==> config.mk <==
export PLATFORM = sky130hd
export DESIGN_NAME = sprite_blitter
export DESIGN_NICKNAME = d
export VERILOG_FILES = /design/src/rtl/sprite_blitter.sv
export SDC_FILE = /design/constraint.sdc
export NUM_CORES = 1
export LEC_CHECK = 0
export CAP_MARGIN = 40
export CORE_AREA = 2 2 95 97
export CTS_CLUSTER_DIAMETER = 50
export CTS_CLUSTER_SIZE = 30
export DETAILED_ROUTE_END_ITERATION = 10
export DIE_AREA = 0 0 97 99
export GPL_ROUTABILITY_DRIVEN = 0
export PLACE_DENSITY = 0.82
export SLEW_MARGIN = 20
export SYNTH_ARGS = -nofsm -noshare
export SYNTH_HDL_FRONTEND = slang
export SYNTH_SLANG_ARGS = --single-unit
==> constraint.sdc <==
create_clock -name clk -period 5.4 [get_ports clk]
set_clock_uncertainty 0.1 [all_clocks]
set_input_delay 1.35 -clock clk [delete_from_list [all_inputs] [get_ports clk]]
set_output_delay 1.35 -clock clk [all_outputs]
set_load 0.03 [all_outputs]
==> src/rtl/sprite_blitter.sv <==
// sprite_blitter: on start, walks a SPRITE_W x SPRITE_H pose ROM. It emits one registered x/y/colour/plot beat per pixel, with clipping and a colour key, and pulses done after the last beat.
module sprite_blitter #(
  parameter int         SPRITE_W    = 130,
  parameter int         SPRITE_H    = 120,
  parameter int         ADDR_W      = 14,
  parameter int         ROM_LATENCY = 1,
  parameter int         SCREEN_W    = 320,
  parameter int         SCREEN_H    = 240,
  parameter bit         TRANSP_EN   = 1'b1,
  parameter logic [2:0] TRANSP_KEY  = 3'b111
) (
  input  logic              clk,
  input  logic              reset,
  input  logic              start,
  input  logic [1:0]        sel,
  input  logic [8:0]        x0,
  input  logic [7:0]        y0,
  output logic              busy,
  output logic              done,
  output logic [1:0]        rom_sel,
  output logic [ADDR_W-1:0] rom_addr,
  input  logic [2:0]        rom_q,
  output logic [8:0]        x,
  output logic [7:0]        y,
  output logic [2:0]        colour,
  output logic              plot
);
  localparam int L = ROM_LATENCY;
  localparam int N = SPRITE_W * SPRITE_H;
  localparam int CW = SPRITE_W > 1 ? $clog2(SPRITE_W) : 1;
  localparam int RW = SPRITE_H > 1 ? $clog2(SPRITE_H) : 1;
  localparam logic [ADDR_W-1:0] LAST = ADDR_W'(N - 1);
  localparam logic [CW-1:0] COL_END = CW'(SPRITE_W - 1);
  localparam logic [9:0] SW = 10'(SCREEN_W);
  localparam logic [8:0] SH = 9'(SCREEN_H);
  typedef enum logic [1:0] {IDLE, FETCH, DRAIN, DONE} state_t;
  state_t state, nxt;
  logic [CW-1:0] col;
  logic [RW-1:0] row;
  logic [8:0] x0_l;
  logic [7:0] y0_l;
  logic [L-1:0] pv;
  logic [CW-1:0] pcol [L];
  logic [RW-1:0] prow [L];
  logic [9:0] xs;
  logic [8:0] ys;
  logic last, wrap, vis;
  assign last = rom_addr == LAST;
  assign wrap = col == COL_END;
  assign xs = {1'b0, x0_l} + 10'(pcol[L-1]);
  assign ys = {1'b0, y0_l} + 9'(prow[L-1]);
  assign vis = pv[L-1] && xs < SW && ys < SH && !(TRANSP_EN && rom_q == TRANSP_KEY);
  assign busy = state == FETCH || state == DRAIN;
  assign done = state == DONE;
  always_comb
    nxt = state == IDLE  ? (start ? FETCH : IDLE) :
          state == FETCH ? (last ? DRAIN : FETCH) :
          state == DRAIN ? (|pv ? DRAIN : DONE) : IDLE;
  always_ff @(posedge clk or negedge reset)
    if (!reset) state <= IDLE;
    else state <= nxt;
  always_ff @(posedge clk or negedge reset) begin
    if (!reset) begin
      rom_sel <= '0;
      rom_addr <= '0;
      x0_l <= '0;
      y0_l <= '0;
      col <= '0;
      row <= '0;
      pv <= '0;
      pcol <= '{default: '0};
      prow <= '{default: '0};
      x <= '0;
      y <= '0;
      colour <= '0;
      plot <= 1'b0;
    end else begin
      if (state == IDLE && start) begin
        rom_sel <= sel;
        x0_l <= x0;
        y0_l <= y0;
        rom_addr <= '0;
        col <= '0;
        row <= '0;
      end else if (state == FETCH && !last) begin
        rom_addr <= rom_addr + 1'b1;
        col <= wrap ? '0 : col + 1'b1;
        row <= wrap ? row + 1'b1 : row;
      end
      pv <= L'({pv, state == FETCH});
      pcol[0] <= col;
      prow[0] <= row;
      for (int k = 1; k < L; k++) begin
        pcol[k] <= pcol[k-1];
        prow[k] <= prow[k-1];
      end
      if (pv[L-1]) begin
        x <= xs[8:0];
        y <= ys[7:0];
        colour <= rom_q;
      end
      plot <= vis;
    end
  end
endmodule

== After elaboration in Yosys (flattened, before gate mapping) ==
Cells that the tools add are included.
W data, S select, Z words.
Cells by class
  add/sub/neg operators: 5
  order comparisons: 2
  eq/ne operators: 6
  multiplexer cells: 14
  reductions and logical operators: 12
Operator list (number)
  $mux W14: 2
  $mux W8: 3
  $mux W7: 3
  $add A14 B1 Y14 const B: 1
  $eq A14 B14 Y1 const B: 1
  $add A9 B8 Y10: 1
  $lt A10 B9 Y1 const B: 1
  $add A8 B7 Y9: 1
  $lt A9 B8 Y1 const B: 1
  $add A8 B1 Y8 const B: 1
  $eq A8 B8 Y1 const B: 1
  $mux W2: 4
  $add A7 B1 Y7 const B: 1
  $logic_and A1 B1 Y1: 5
  $eq A2 B2 Y1 const B: 2
  $reduce_bool A2 Y1: 2
  $eq A3 B3 Y1 const B: 1
  $eq A2 B1 Y1 const B: 1
  $logic_not A1 Y1: 2
  $logic_not A2 Y1: 1
  $mux W1: 2
  $reduce_and A2 Y1: 1
  $logic_or A1 B1 Y1: 1
Storage, ports and cells
  register bits: 87
  output and inout port bits: 39
  word-level logic and storage cells: 53

== Longest topological paths before layout ==
Gate-level depths: netlist of run 1.
  depth in word-level cells: 5
  depth in mapped cells: 9

== Worst setup path before layout of run 1 ==
No wires, ideal clock.
  path type: input to register
  start: input start
  end: register row[4]
  setup time: 132 ps
  arrival time: 2293 ps
  setup slack: 2875 ps
  stages: 7
  buffers on the path: 2
  path through: and2_1 > clkbuf_1 > nor2_4 > buf_6 > nor3_1 > xnor2_1 > nor2_1
On the way
  longest elaborated chain between the ends: 3
RTL lines
  from (decl): line 14  | input logic start,
  $logic_and A1 B1 Y1 (*): line 78  | if (state == IDLE && start) begin
  $reduce_bool A2 Y1 (no source line)
  $reduce_and A2 Y1 (no source line)
  to (signal assigned): line 88  | row <= wrap ? row + 1'b1 : row;
  to (decl): line 39  | logic [RW-1:0] row;
Every way passes the cells marked *; elsewhere a longest branch is shown, timed or not.
A chain may end at the register's enable or synchronous reset.

== Final worst setup path of run 1 ==
  start: register state[0]
  end: output busy
On the way
  longest elaborated chain between the ends: 2
RTL lines
  from (decl): line 37  | state_t state, nxt;
  from (signal assigned): line 61  | else state <= nxt;
  $eq A2 B1 Y1 or $eq A2 B2 Y1 (tied branches): line 53  | assign busy = state == FETCH || state == DRAIN;
  $logic_or A1 B1 Y1 (*): line 53
  to (decl): line 18  | output logic busy,
Marks and branches as above.

==> reports/results.tsv, run 1 <==
metric	value	unit
pin_count	64	
clkTransAtPathRegs	0.08	ns
wl	8510	um
hp-class	register to register	
reg2reg_depth	6	
area_delta_synth_final	24.6	%
grt_setup_unrepaired	false	
wl_per_cell	14.6	um
hold_viol_final	0	
post_cts_resized	0	
worstPathRequired	3.95	ns
ys_ff_latch	87	
num_vias	3090	
synth_edf_count	0	
use_met2	0.320	
busiest_layer	met2	
holdCritStartpoint	row[6]$_DFFE_PN0P_	
yosysTopAreaCell	dfrtp_1	
synthCells	403	
antenna_found_initial	0	
drc	0	
port_buffers	63	
status	complete, no violations	
grt.met3_usage	0.0284	
cts_root_buf	clkbuf_8	
die_h	99	um
reg2reg_from	rom_addr[8]$_DFFE_PN0P_	
worstSetupEndpointType	output port	
synth-main-ff-cell	dfrtp_1	
overflow	0	
synthTopCellsByCount	dfrtp_1, nand2_1, nor2_1, ha_1, xnor2_1	
slew_headroom	0.616	
min_delay_path_depth	0	
fin_hold_ws	0.312	ns
clk_latency	0.36	ns
slew_viol_final	0	
diodes	0	
avgSynthCellArea	10.2	um2
crit_path_max_fanout	5	
grt_max_degree	62	
grt_pass1_wl	14300	um
crit_type	register to output port	
met1_usage	0.229	
clock_sinks	87	
rrSetupSlack	2.78	ns
detailedPlace.worstSlack	1.75	ns
leakage	2.36	nW
post-route-util	0.601	
cts_max_path_buffers	2	
drt_iter0_markers	190	
start_util	0.482	
setup_violations	0	
holdPathEnd	prow[6]$_DFF_PN0_	
via_per_inst	5.30	
syn_area	0.00413	mm2
coreArea	0.00855	mm2
nNetsFinal	520	
dpl.hpwl	5900	um
synth_top_area_frac	0.528	
worstReg2RegEnd	row[6]$_DFFE_PN0P_	
setup_tns	0	ns
seq_area_frac_synth	0.528	
worst_slack	2.16	ns
htree_levels	3	
yosysMostFrequentCell	dfrtp_1	
worst_slew_pin_slew	0.576	ns
num_rows	34	
postCtsHoldBufs	0	
max_cap_viol_count	0	
die_x	97	um
ys_types	42	
p_total	1.24	mW
grt_usage	0.185	
async_flop_share	1.00	
syn-num-nets	453	
fin_crit_sh	0.599	
cts_setup_buffers	0	
period_needed	3.24	ns
peakVddDrop	0.000179	V
fp.dieArea	0.00960	mm2
postRouteAntennaNets	0	
cts_tree	built	
grt_pass1_vias	3080	
crit_arrival	1.79	ns
dr.pass1.iters	4	
ys_top_cells_by_area	dfrtp_1, nand2_1, ha_1, xnor2_1, mux2_2	
max_freq	0.309	GHz
power-per-cell-area	242	mW/mm2
ys_warn_count	0	
start_kind	register	
cts_buffers	9	
drive_gt1_frac	0.0800	
-- metrics by stage --
step	cells	instance area (um2)
floorplan	403	4130
detailed placement	566	4880
CTS	582	5130
finish	583	5140
global route	583	5140
global placement	565	4850
-- logic make-up (layout without fill, tap and decap cells) --
| logic type | count (synthesis) | after routing | share of synthesized area |
|---|---|---|---|
| xor gates and xnor gates | 31 | 31 | 0.0658 |
| adders and majority gates | 25 | 25 | 0.0795 |
| and+or+nand+nor | 162 | 162 | 0.170 |
| muxes | 20 | 20 | 0.0531 |
| DFF | 87 | 87 | 0.528 |
| AOI/OAI and AO/OA | 52 | 52 | 0.0776 |
| buffers and inverters | 26 | 98 | 0.0258 |
-- worst max-delay path by stage --
stage	start	to	slack [ns]	depth (start not counted)
floorplan	start	row[4]$_DFFE_PN0P_	2.88	7
global placement	start	row[6]$_DFFE_PN0P_	1.95	6
detailed placement	start	row[6]$_DFFE_PN0P_	1.75	6
CTS	start	row[6]$_DFFE_PN0P_	2.13	6
global route	state[0]$_DFF_PN0_	busy	2.08	3
finish	state[0]$_DFF_PN0_	busy	2.16	3
-- critical path, stage by stage (launching register included) --
cell,delay [ns]
dfrtp_1,0.42
inv_1,0.08
ha_1,0.28
clkdlybuf4s50_1,0.66
-- where the power goes --
part	internal, mW	leakage, nW	switching [mW]
Sequential	0.652	1.10	0.000541
Combinational	0.0210	1.14	0.0197
Clock	0.318	0.122	0.231
Total	0.991	2.36	0.251
-- state kept, by name, summed over array words and instances (netlist names), named ones only --
| register | count |
|---|---|
| prow | 7 |
| state | 1 |
| rom_addr | 14 |
| rom_sel | 2 |
| row | 7 |
| colour | 3 |
| pcol | 8 |
| x | 9 |
| plot | 1 |
| y0_l | 8 |
| col | 8 |
| pv | 1 |
| y | 8 |
| x0_l | 9 |
-- layout by cell type (no fill, tap or decap), drive strengths merged, types with 2 or more instances in the layout --
cell type / n
nor2: 35
mux2: 15
a21oi: 14
nor4: 3
nand3: 17
a31oi: 2
clkdlybuf4s50: 62
o21bai: 2
inv: 15
ha: 23
clkinv: 2
mux2i: 5
clkbuf: 10
nand2b: 2
fa: 2
nand4: 7
buf: 5
a211oi: 3
nand2: 80
xnor2: 21
o31ai: 2
o21ai: 18
a21o: 3
and2: 2
bufinv: 3
nor3: 11
xor2: 10
dfrtp: 87
-- final cells by class --
type                            instances  area, um2
Sequential cell                        87       2180
Timing Repair Buffer                   67        686
Clock inverter                          6        108
Inverter                               15       56.3
Fill cell                             710       3410
Tap cell                              108        135
Multi-Input combinational cell        290       1840
Clock buffer                           10        138
-- per-layer routing --
layer / share of wire / vias up / routed length (um)
met4: 0.013 / 0 / 108
met3: 0.046 / 11 / 389
met2: 0.51 / 96 / 4310
met5: 0 / - / 0
li1: - / 1499 / -
met1: 0.43 / 1484 / 3700
Note: power is estimated with default switching activity, not from simulation.
==> inputs of run 2 (changes only) <==
--- a/config.mk
+++ b/config.mk
@@ -12,7 +12,7 @@
 export DETAILED_ROUTE_END_ITERATION = 10
 export DIE_AREA = 0 0 97 99
 export GPL_ROUTABILITY_DRIVEN = 0
-export PLACE_DENSITY = 0.82
+export PLACE_DENSITY = 0.85
 export SLEW_MARGIN = 20
 export SYNTH_ARGS = -nofsm -noshare
 export SYNTH_HDL_FRONTEND = slang
==> constraint.sdc (replaced) <==
create_clock -name clk -period 2.93 [get_ports clk]
set_clock_uncertainty 0.1 [all_clocks]
set_input_delay 0.7325 -clock clk [delete_from_list [all_inputs] [get_ports clk]]
set_output_delay 0.7325 -clock clk [all_outputs]
set_load 0.03 [all_outputs]
==> run 2 against run 1 <==
Global-route usage up 0.83 points. Worst hold slack worse by 0.049 ns. Via count up 0.94%. Highest routed layer unchanged. Critical endpoint unchanged. First-iteration DRC count down 16%. Sequential power up 84%. Setup slack worse by 1.9 ns. Utilization down 0.70 points. Sequential share of layout area up 0.50 points. Cell count up 0.17%. Die area unchanged. Critical path depth unchanged. Clock-buffer cell count up 2.
==> reports/results.tsv, run 2 (synthesis gave the netlist of run 1 again) <==
metric	value	unit	change
status	complete, no violations		
cts_root_buf	clkbuf_8		
start_util	0.482		unchanged
hp-class	primary input to async pin		
period_needed	2.67	ns	
postRouteAntennaNets	0		unchanged
slew_viol_final	0		unchanged
leakage	2.34	nW	-1.1%
peakVddDrop	0.000229	V	+28%
drive_gt1_frac	0.0798		-0.000168
cts_tree	built		
path_cells	inv_1 > ha_1 > clkdlybuf4s50_1		
diodes	0		unchanged
cts_setup_buffers	0		unchanged
top_register	rom_addr		
crit_path_max_fanout	5		unchanged
drc	0		unchanged
overflow	0		unchanged
layout_commonest_cell	dfrtp_1		
post_cts_resized	0		unchanged
nNetsFinal	522		+0.38%
power-per-cell-area	416	mW/mm2	+72%
clock_sinks	87		unchanged
fin_area	0.00508	mm2	-1.2%
largest_register_ffs	14		unchanged
worst_slew_pin_slew	0.552	ns	-0.0236 ns
die_x	97	um	unchanged
fp.dieArea	0.00960	mm2	unchanged
clk_latency	0.36	ns	about the same
die_h	99	um	unchanged
grt_setup_unrepaired	false		
num_vias	3119		+0.94%
crit_type	register to output port		
port_buffers	63		unchanged
setup_violations	0		unchanged
cpPeakStageDelay	0.66	ns	about the same
wl	8670	um	+1.9%
antenna_found_initial	0		unchanged
worstSetupEndpointType	output port		
htree_levels	3		unchanged
coreArea	0.00855	mm2	unchanged
cts_buffers	9		unchanged
area_delta_synth_final	23.2	%	
largest_registers	rom_addr: 14 flops, x0_l: 9 flops, x: 9 flops		
crit_arrival	1.84	ns	+0.05 ns
slew_headroom	0.632		+0.0157
max_cap_viol_count	0		unchanged
final_cell_mix	dfrtp_1, nand2_1, clkdlybuf4s50_1		
placed_cell_area	0.00488	mm2	about the same
drt_iter0_markers	160		-16%
clkTransAtPathRegs	0.08	ns	about the same
num_rows	34		unchanged
worstPathRequired	2.10	ns	-1.85 ns
start_kind	register		
hold_viol_final	0		unchanged
max_freq	0.374	GHz	
grt_max_degree	46		-26%
grt_pass1_wl	14900	um	+4.4%
dpl.hpwl	6330	um	+7.4%
wl_per_cell	14.9	um	+1.7%
grt_usage	0.193		+0.00835
dr.pass1.iters	4		unchanged
grt_pass1_vias	3141		+2.0%
fin_crit_sh	0.911		
postCtsHoldBufs	0		unchanged
via_per_inst	5.34		+0.77%
cts_max_path_buffers	2		unchanged
slowest_stage	clkdlybuf4s50_1		
setup_tns	0	ns	unchanged
pin_count	64		unchanged
==> run 2: worst max-delay path, delay by kind of cell (launching register included) <==
| kind | cells | cell delay (ns) |
|---|---|---|
| adder cells (fa/ha/maj) | 1 | 0.28 |
| buffers and inverters | 2 | 0.75 |
| flip-flops | 1 | 0.44 |
==> run 2: cell type report <==
type                            instances  area [um2]
Fill cell                             702        3470
Sequential cell                        87        2180
Multi-Input combinational cell        290        1840
Timing Repair Buffer                   69         673
Clock buffer                           12         155
Tap cell                              108         135
Inverter                               15        56.3
Clock inverter                          3        42.5
==> run 2: path summary, 6_finish.rpt <==
check,depth (start not counted),start,slack (ns),endpoint
max reg2reg,6,rom_addr[8]$_DFFE_PN0P_,0.45,row[4]$_DFFE_PN0P_
min in group clk,0,row[6]$_DFFE_PN0P_,0.31,prow[6]$_DFF_PN0_
max,3,state[0]$_DFF_PN0_,0.26,busy
min reg2reg,0,row[6]$_DFFE_PN0P_,0.31,prow[6]$_DFF_PN0_
min,1,reset,0.26,rom_addr[5]$_DFFE_PN0P_
max in group asynchronous,2,reset,1.78,y[7]$_DFFE_PN0P_
==> run 2: metal layers <==
layer / share of wire / track usage / up-vias
met4: 0.020 / 0.0888 / 0
met1: 0.45 / 0.247 / 1531
li1: - / - / 1501
met2: 0.50 / 0.323 / 71
met5: 0 / 0 / -
met3: 0.036 / 0.0348 / 16
==> run 2: where the power goes <==
part	internal, mW	leakage (nW)	total [mW]	switching, mW
Sequential	1.20	1.10	1.20	0.00143
Clock	0.435	0.0985	0.839	0.404
Combinational	0.0373	1.13	0.0732	0.0358
==> run 2: through the flow <==
| stage | power (mW) | utilization | worst slack [ns] | instances | hold WS (ns) |
|---|---|---|---|---|---|
| detailed placement | 1.30 | 0.571 | 0.460 | 569 | 0.302 |
| floorplan | 1.24 | - | 0.689 | 403 | 0.273 |
| global placement | 1.30 | 0.571 | 0.555 | 569 | 0.289 |
| global route | 2.20 | 0.594 | 0.177 | 584 | 0.288 |
| finish | 2.12 | 0.594 | 0.259 | 584 | 0.263 |
| CTS | 2.14 | 0.594 | 0.258 | 584 | 0.271 |
